--- src/rtl/isp_pkg.sv ---
// Shared widths and constants for the pixel-processing pipeline stages.
package isp_pkg;
  localparam int PIX_W = 8;
  localparam int SUM_W = 10;
  localparam int MAG_W = 11;

  localparam logic [PIX_W-1:0] EDGE_ON  = 8'hFF;
  localparam logic [PIX_W-1:0] EDGE_OFF = 8'h00;

  // Unsigned |a - b| without signed arithmetic: always larger minus smaller.
  function automatic logic [SUM_W-1:0] abs_diff(input logic [SUM_W-1:0] a,
                                                input logic [SUM_W-1:0] b);
    return (a >= b) ? (a - b) : (b - a);
  endfunction
endpackage

--- src/rtl/sobel_kernel_3x3.sv ---
// Sobel datapath: weighted partial sums, then |Gx| and |Gy|. Two registered stages.
// No backpressure: each stage loads on its enable and holds otherwise.
import isp_pkg::*;

module sobel_kernel_3x3 (
  input  logic             sys_clk,
  input  logic             sys_rst_n,
  input  logic             s1_en_i,
  input  logic             s2_en_i,
  input  logic [PIX_W-1:0] p11_i,
  input  logic [PIX_W-1:0] p12_i,
  input  logic [PIX_W-1:0] p13_i,
  input  logic [PIX_W-1:0] p21_i,
  input  logic [PIX_W-1:0] p23_i,
  input  logic [PIX_W-1:0] p31_i,
  input  logic [PIX_W-1:0] p32_i,
  input  logic [PIX_W-1:0] p33_i,
  output logic [SUM_W-1:0] gx_abs_o,
  output logic [SUM_W-1:0] gy_abs_o
);
  logic [SUM_W-1:0] gx_p_d, gx_n_d, gy_p_d, gy_n_d;
  logic [SUM_W-1:0] gx_p_q, gx_n_q, gy_p_q, gy_n_q;
  logic [SUM_W-1:0] gx_abs_q, gy_abs_q;

  // Column 3 / row 3 are the positive sides of Gx / Gy.
  always_comb begin
    gx_p_d = SUM_W'(p13_i) + (SUM_W'(p23_i) << 1) + SUM_W'(p33_i);
    gx_n_d = SUM_W'(p11_i) + (SUM_W'(p21_i) << 1) + SUM_W'(p31_i);
    gy_p_d = SUM_W'(p31_i) + (SUM_W'(p32_i) << 1) + SUM_W'(p33_i);
    gy_n_d = SUM_W'(p11_i) + (SUM_W'(p12_i) << 1) + SUM_W'(p13_i);
  end

  always_ff @(posedge sys_clk or negedge sys_rst_n) begin
    if (!sys_rst_n) begin
      gx_p_q   <= '0;
      gx_n_q   <= '0;
      gy_p_q   <= '0;
      gy_n_q   <= '0;
      gx_abs_q <= '0;
      gy_abs_q <= '0;
    end else begin
      if (s1_en_i) begin
        gx_p_q <= gx_p_d;
        gx_n_q <= gx_n_d;
        gy_p_q <= gy_p_d;
        gy_n_q <= gy_n_d;
      end
      if (s2_en_i) begin
        gx_abs_q <= abs_diff(gx_p_q, gx_n_q);
        gy_abs_q <= abs_diff(gy_p_q, gy_n_q);
      end
    end
  end

  assign gx_abs_o = gx_abs_q;
  assign gy_abs_o = gy_abs_q;
endmodule

--- src/rtl/sobel_edge_detect.sv ---
// Sobel edge/magnitude stage, 3-cycle latency from matrix_wr_en to edge_wr_en.
// No backpressure: one pixel per cycle in, leading MASK_COLS columns of each line forced to 0x00.
import isp_pkg::*;

module sobel_edge_detect #(
  parameter int OUT_MODE  = 0,
  parameter int MASK_COLS = 2,
  parameter int COL_W     = 11
) (
  input  logic             sys_clk,
  input  logic             sys_rst_n,
  input  logic             matrix_wr_en,
  input  logic             matrix_href,
  input  logic             sobel_en,
  input  logic [PIX_W-1:0] matrix_p11,
  input  logic [PIX_W-1:0] matrix_p12,
  input  logic [PIX_W-1:0] matrix_p13,
  input  logic [PIX_W-1:0] matrix_p21,
  input  logic [PIX_W-1:0] matrix_p22,
  input  logic [PIX_W-1:0] matrix_p23,
  input  logic [PIX_W-1:0] matrix_p31,
  input  logic [PIX_W-1:0] matrix_p32,
  input  logic [PIX_W-1:0] matrix_p33,
  input  logic [PIX_W-1:0] threshold,
  output logic             edge_wr_en,
  output logic             edge_href,
  output logic [PIX_W-1:0] edge_data
);
  logic [2:0]       vld_q, href_q;
  logic [1:0]       mask_q;
  logic [COL_W-1:0] col_q, col_d;
  logic [PIX_W-1:0] edge_q, edge_d;
  logic [SUM_W-1:0] gx_abs, gy_abs;
  logic [MAG_W-1:0] mag;
  logic             center_unused;

  // The Sobel kernels have zero weight on the centre pixel.
  assign center_unused = ^matrix_p22;

  sobel_kernel_3x3 u_kernel (
    .sys_clk   (sys_clk),
    .sys_rst_n (sys_rst_n),
    .s1_en_i   (matrix_wr_en),
    .s2_en_i   (vld_q[0]),
    .p11_i     (matrix_p11),
    .p12_i     (matrix_p12),
    .p13_i     (matrix_p13),
    .p21_i     (matrix_p21),
    .p23_i     (matrix_p23),
    .p31_i     (matrix_p31),
    .p32_i     (matrix_p32),
    .p33_i     (matrix_p33),
    .gx_abs_o  (gx_abs),
    .gy_abs_o  (gy_abs)
  );

  always_comb begin
    col_d = col_q;
    if (!matrix_href)
      col_d = '0;
    else if (matrix_wr_en && (col_q != '1))
      col_d = col_q + 1'b1;
  end

  assign mag = MAG_W'(gx_abs) + MAG_W'(gy_abs);

  always_comb begin
    edge_d = EDGE_OFF;
    if (mask_q[1])
      edge_d = EDGE_OFF;
    else if (OUT_MODE == 0)
      edge_d = (mag > MAG_W'(threshold)) ? EDGE_ON : EDGE_OFF;
    else
      edge_d = (mag > MAG_W'(255)) ? EDGE_ON : mag[PIX_W-1:0];
  end

  always_ff @(posedge sys_clk or negedge sys_rst_n) begin
    if (!sys_rst_n) begin
      vld_q  <= '0;
      href_q <= '0;
      mask_q <= '0;
      col_q  <= '0;
      edge_q <= '0;
    end else begin
      vld_q  <= {vld_q[1:0], matrix_wr_en & sobel_en};
      href_q <= {href_q[1:0], matrix_href};
      col_q  <= col_d;
      if (matrix_wr_en) mask_q[0] <= (col_q < COL_W'(MASK_COLS));
      if (vld_q[0])     mask_q[1] <= mask_q[0];
      if (vld_q[1])     edge_q    <= edge_d;
    end
  end

  assign edge_wr_en = vld_q[2] | (center_unused & 1'b0);
  assign edge_href  = href_q[2];
  assign edge_data  = edge_q;
endmodule

--- config.mk ---
export PLATFORM = sky130hd
export DESIGN_NAME = sobel_edge_detect
export DESIGN_NICKNAME = d
export VERILOG_FILES = /design/src/rtl/isp_pkg.sv /design/src/rtl/sobel_kernel_3x3.sv /design/src/rtl/sobel_edge_detect.sv
export SDC_FILE = /design/constraint.sdc
export NUM_CORES = 1
export LEC_CHECK = 0
export BUFFER_PORTS_ARGS = -buffer_cell sky130_fd_sc_hd__clkbuf_2
export CAP_MARGIN = 10
export CELL_PAD_IN_SITES_DETAIL_PLACEMENT = 1
export CELL_PAD_IN_SITES_GLOBAL_PLACEMENT = 2
export CORE_MARGIN = 2
export CORE_UTILIZATION = 30
export DETAILED_ROUTE_END_ITERATION = 7
export HOLD_SLACK_MARGIN = 0.12
export PLACE_DENSITY = 0.8
export SLEW_MARGIN = 5
export SYNTH_ARGS = -nofsm -noshare
export SYNTH_HDL_FRONTEND = slang
export SYNTH_SLANG_ARGS = --single-unit
--- constraint.sdc ---
create_clock -name sys_clk -period 3.35 [get_ports sys_clk]
set_clock_uncertainty 0.15 [all_clocks]
set_input_delay 0.67 -clock sys_clk [delete_from_list [all_inputs] [get_ports sys_clk]]
set_output_delay 0.67 -clock sys_clk [all_outputs]
set_load 0.02 [all_outputs]
### Yosys cells after proc, flatten, opt, wreduce, memory -nomap -nowiden

Index checks and enable logic that the tools add are counted.

* register bits: 87
* input bits: 85
* output and inout port bits: 10
* word-level logic and storage cells: 40

* $add $sub $neg: 14
* magnitude comparators: 4
* equal/unequal tests: 2
* multiplexer cells: 6
* bitwise operators: 1
* reduce and logical (&&, ||, !) cells: 1

Operators by type and width (number)
* $add A10 B8 Y10: 4
* $add A8 B9 Y10: 4
* $sub A10 B10 Y10: 4
* $mux W11: 2
* $ge A10 B10 Y1: 2
* $mux W10: 2
* $mux W8: 2
* $add A10 B10 Y11: 1
* $add A11 B1 Y11 const B: 1
* $gt A11 B8 Y1: 1
* $lt A11 B2 Y1 const B: 1
* $ne A11 B11 Y1 const B: 1
* $ne A2 B1 Y1 const B: 1
* $and A1 B1 Y1: 1
* $logic_and A1 B1 Y1: 1

### Longest topological paths before layout

* depth after elaboration: 4
* mapped depth: 14

### Cells and area by module

Synthesis repeated with hierarchy kept, for this count alone.

* cells, all modules: 827
* area, all modules: 7568.5 µm²

Modules (own cells, without submodules)
* sobel_kernel_3x3: times used 1, cells each 668, area an instance 6018.3 µm², sequential area each 1501.4 µm²
* sobel_edge_detect: times used 1, cells each 159, area an instance 1550.2 µm², sequential area each 500.5 µm²

### Worst setup path before layout

Ideal clock, no wire load.

* path type: reg2reg
* start point: register u_kernel.gx_abs_q[0], in the netlist u_kernel.gx_abs_o[0]
* end point: register edge_q[6], in the netlist edge_data[6]
* setup time: 0.130 ns
* data arrival time: 2.744 ns
* path slack: 0.326 ns
* cell stages (with the launch flop): 15
* path buffers: 0
* period minus slack after synthesis: 3.024 ns
* cell sequence: dfrtp_1 -> ha_1 -> fa_1 -> a21o_1 -> a21oi_1 -> nor2b_1 -> or2_2 -> a21oi_1 -> xnor2_1 -> ha_1 -> nand4_1 -> o21ai_0 -> o21a_1 -> o22ai_1 -> a31oi_1

* cells in the longest elaborated chain, start to end: 4

RTL lines
* start, declared: line sobel_kernel_3x3.sv:23 `logic [SUM_W-1:0] gx_abs_q, gy_abs_q;`
* start signal, assigned: line sobel_kernel_3x3.sv:49 `gx_abs_q <= abs_diff(gx_p_q, gx_n_q);`
* $add A10 B10 Y11: line sobel_edge_detect.sv:65 `assign mag = MAG_W'(gx_abs) + MAG_W'(gy_abs);`
* $gt A11 B8 Y1: line sobel_edge_detect.sv:72 `edge_d = (mag > MAG_W'(threshold)) ? EDGE_ON : EDGE_OFF;`
* $mux W8: line sobel_edge_detect.sv:72
* $mux W8: line sobel_edge_detect.sv:69 `if (mask_q[1])`
* end signal, assigned: line sobel_edge_detect.sv:90 `if (vld_q[1]) edge_q <= edge_d;`
* end, declared: line sobel_edge_detect.sv:32 `logic [PIX_W-1:0] edge_q, edge_d;`

No other way between the ends.
A chain may end at the register's enable or synchronous reset.

### Final worst setup path

Same ends and word-level chain as after synthesis.

==> results by stage <==
Status:
- The flow ran to the end, and the final reports show no timing, DRC or antenna violations.

Synth:
- Counting flops with a built-in enable in the synthesized netlist gives 0.
- The share of Yosys cell area claimed by the top area cell type is 0.281.
- The number of nets in the synthesized netlist is just under 1000.
- The cell taking the most area after synthesis is sky130_fd_sc_hd__dfrtp_1.
- In the synthesized netlist the dominant register cell turns out to be sky130_fd_sc_hd__dfrtp_1.
- For this run, asynchronously set or reset flops after synthesis account for 1.00.
- The synthesized design contains 80 register bits.
- The mean area per synthesized cell is 9.32 um^2.
- The unique cell type count in the Yosys netlist is 61.
- The share of synthesized area occupied by flip-flops and latches is 0.281.
- Yosys attributes the largest share of cell area to sky130_fd_sc_hd__dfrtp_1, sky130_fd_sc_hd__ha_1, sky130_fd_sc_hd__fa_1.
- The synthesized netlist cell count is about 760.
- The post-synthesis cell area is between 7000 and 8000 um^2.
- The warning count from the yosys run is 0.

STA:
- The hold violation count in the final report was 0.
- At the pin with the least slew margin, the transition time is between 1 and 1.5 ns.
- The slack of the critical path is 0.230 ns.
- Headroom to the max-slew limit came out at 0.295.
- In the finished design, the share of the clock period the worst path needs comes to 0.931.
- The final count of negative-setup-slack endpoints is 0.
- The clock period minus worst slack is 3.12 ns.
- The count of final max-slew check failures is 0.
- Setup repair after global routing left no endpoint under its margin.
- Derived from the worst setup path, the maximum achievable clock frequency is roughly 320 MHz.

Final layout:
- The count of inserted antenna diode cells is 0.
- The area growth from synthesis to final layout is 16.8%.
- The count of nets after finishing is 1068.
- The leading cell type in the layout, fill and taps excluded is sky130_fd_sc_hd__ha_1.
- Leaving out fill and tap cells, the most frequent cells in the layout are sky130_fd_sc_hd__ha_1, sky130_fd_sc_hd__inv_1, sky130_fd_sc_hd__clkbuf_2.
- The share of cells above drive strength 1 is 0.163.

Global route:
- The global-route usage over all layers is 0.154.
- The via count of the first global-routing pass came to approximately 6000.
- The largest net degree at the start of global routing is 81.
- The final global-route overflow total is 0.
- The number of antenna violations at the first check in global routing is 0.
- The global-route wire length before repair is 29900 um.

Worst setup path:
- The startpoint of the most critical register-to-register path is u_kernel.gx_abs_o[0].
- The worst register-to-register path ends at edge_data[6].
- The most critical setup path has its startpoint at u_kernel.gx_abs_o[0].
- The number of logic stages on the critical path including buffering is 14.
- The number of buffers and inverters on the critical path is 0.
- The slowest library cell on the worst path is sky130_fd_sc_hd__dfrtp_1.
- The worst stage delay on the critical path is 0.39 ns.
- The worst-case reg-to-reg path depth is 14.
- The worst setup path is of the reg -> reg kind.
- At the worst endpoint, the required time is 3.43 ns.
- The setup slack on the worst flop-to-flop path is 0.23 ns.
- The worst setup path endpoint is edge_data[6].
- In this run the worst path has a maximum fanout of 2.
- The cell family contributing the most delay on the critical path is compound AO/OA/AOI/OAI gates.
- The endpoint class of the critical path is a register.
- STA classifies the critical path startpoint as a register.
- At the worst endpoint, the arrival time is 3.20 ns.
- The critical path goes through ha_2 > fa_2 > a21o_1 > a21oi_2 > nor2b_1 > or2_2 > a21oi_1 > xnor2_1 > ha_1 > nand4_1 > o21ai_0 > o21a_1 > o22ai_1 > a31oi_1.

Floorplanning:
- During I/O placement, the number of pins put on the boundary was 95.
- The initial standard-cell utilization of the core is 0.304.
- The floorplan step set the die width to 158 um.
- The die span in y is 158 um.
- After floorplanning, the core was sized to cover 23400 um^2.
- The full die area is around 25000 um^2.
- The count of standard-cell rows is 56.

Power:
- The final total power is 0.00633 W.
- The worst ir drop on vdd is 273 uV.
- The leakage power figure is 4.03 nW.
- Power spread over the standard cell area amounts to 762 nW/um^2.

Clock tree:
- Buffers inserted to repair hold after CTS numbered 0.
- TritonCTS built the clock tree.
- CTS placed an instance of sky130_fd_sc_hd__clkbuf_16 at the clock tree root.
- The clock input transition at the sequential cells of the worst setup and hold paths is around 0.07 ns.
- The clock buffer count from CTS is 9.
- The clock reaches the later pin of the worst-skew pair after 0.35 ns.
- The number of instances resized during post-cts repair is 0.
- No sink is reached through more buffers than the 2 on the longest clock path.
- The number of H-tree levels is 3.
- The clock sink count is 80.
- The post-CTS setup-driven buffer insertion count is 0.

Job:
- Max-cap violations in this run came to 0.

Drt:
- The final wirelength is 18100 um.
- The first detailed-routing pass ran for 4 iterations.
- The remaining antenna violation count after routing is 0.
- The detailed router placed 5603 vias in this run.
- The number of DRC violations after detailed-routing iteration 0 is 225.
- The remaining routing DRC violations is 0.
- In the final routed layout, each cell accounts on average for 15.4 um.
- The detail-routed via count per cell is around 4.8.

Placement:
- Once detailed placement completed, the half-perimeter wirelength came to 14900 um.
- The worst slack at placement is -0.138 ns.
- The final weighted congestion of routability-driven global placement is between 0.7 and 0.8.
- The number of buffer cells added on primary ports is 86.

Min path:
- The path class of the tightest hold or removal check is reg -> reg.
==> power by group <==
part / switching (W) / internal [W]
Clock: 0.000436 / 0.000737
Combinational: 0.00210 / 0.00163
Sequential: 0.000198 / 0.00123
==> Yosys cell counts (all sizes together), types with 13 or more instances <==
| cell | number |
|---|---|
| o21ai | 63 |
| buf | 13 |
| a31oi | 15 |
| nor2b | 16 |
| clkbuf | 14 |
| fa | 37 |
| a21o | 21 |
| mux2i | 13 |
| inv | 88 |
| nor2 | 37 |
| a21oi | 36 |
| dfrtp | 80 |
| nand2 | 53 |
| ha | 93 |
| xor2 | 14 |
| xnor2 | 22 |
==> layer usage <==
metal | up-vias | global-route usage | part of all wire
li1 | 2824 | - | -
met5 | - | 0 | 0
met1 | 2692 | 0.204 | 0.49
met3 | 13 | 0.0214 | 0.026
met4 | 0 | 0.0412 | 0.012
met2 | 74 | 0.264 | 0.48
==> metrics by stage <==
step | area, um^2 | instances | TNS (ns) | hold WS, ns | utilization
2_1_floorplan | 7120 | 764 | 0 | 0.181 | -
3_3_place_gp | 7960 | 1161 | -0.375 | 0.181 | 0.340
3_5_place_dp | 7960 | 1161 | -0.611 | 0.199 | 0.340
4_1_cts | 8310 | 1177 | 0 | 0.215 | 0.355
5_1_grt | 8320 | 1177 | 0 | 0.222 | 0.355
6_report | 8320 | 1177 | 0 | 0.207 | 0.355
==> cell families (layout without fill, tap and decap cells) <==
| group | count (synthesis) | after routing | synth area share |
|---|---|---|---|
| AOI/OAI and AO/OA | 197 | 197 | 0.179 |
| and+or+nand+nor | 186 | 186 | 0.132 |
| adders and majority gates | 130 | 130 | 0.268 |
| xor gates and xnor gates | 36 | 36 | 0.0443 |
| muxes | 20 | 20 | 0.0294 |
| DFF | 80 | 80 | 0.281 |
| buffers and inverters | 115 | 209 | 0.0657 |
==> area by class of cell <==
type / instances / area, um^2
inverters: 88 / 330
multi-input cells: 569 / 4660
well taps: 319 / 399
repair buffers: 105 / 576
fillers: 2804 / 15100
clock inverters: 7 / 126
flip-flops and latches: 80 / 2000
clock buffers: 9 / 225
==> sequential cells by signal, indices dropped and copies added (netlist names) <==
name               flops
vld_q                  3
u_kernel.gx_n_q       10
u_kernel.gy_n_q       10
mask_q                 2
edge_data              1
href_q                 3
u_kernel.gx_abs_o     10
u_kernel.gx_p_q       10
u_kernel.gy_p_q       10
col_q                 11
u_kernel.gy_abs_o     10
==> worst min-delay path by stage <==
stage / startpoint / end / slack (ns) / cells after the start
3_3_place_gp: href_q[1] / href_q[2] / 0.18 / 0
3_5_place_dp: href_q[0] / href_q[1] / 0.20 / 0
5_1_grt: href_q[1] / href_q[2] / 0.22 / 0
2_1_floorplan: href_q[0] / href_q[1] / 0.18 / 0
4_1_cts: href_q[0] / href_q[1] / 0.21 / 0
6_report: href_q[1] / href_q[2] / 0.21 / 0
Note: power is estimated with default switching activity, not from simulation.
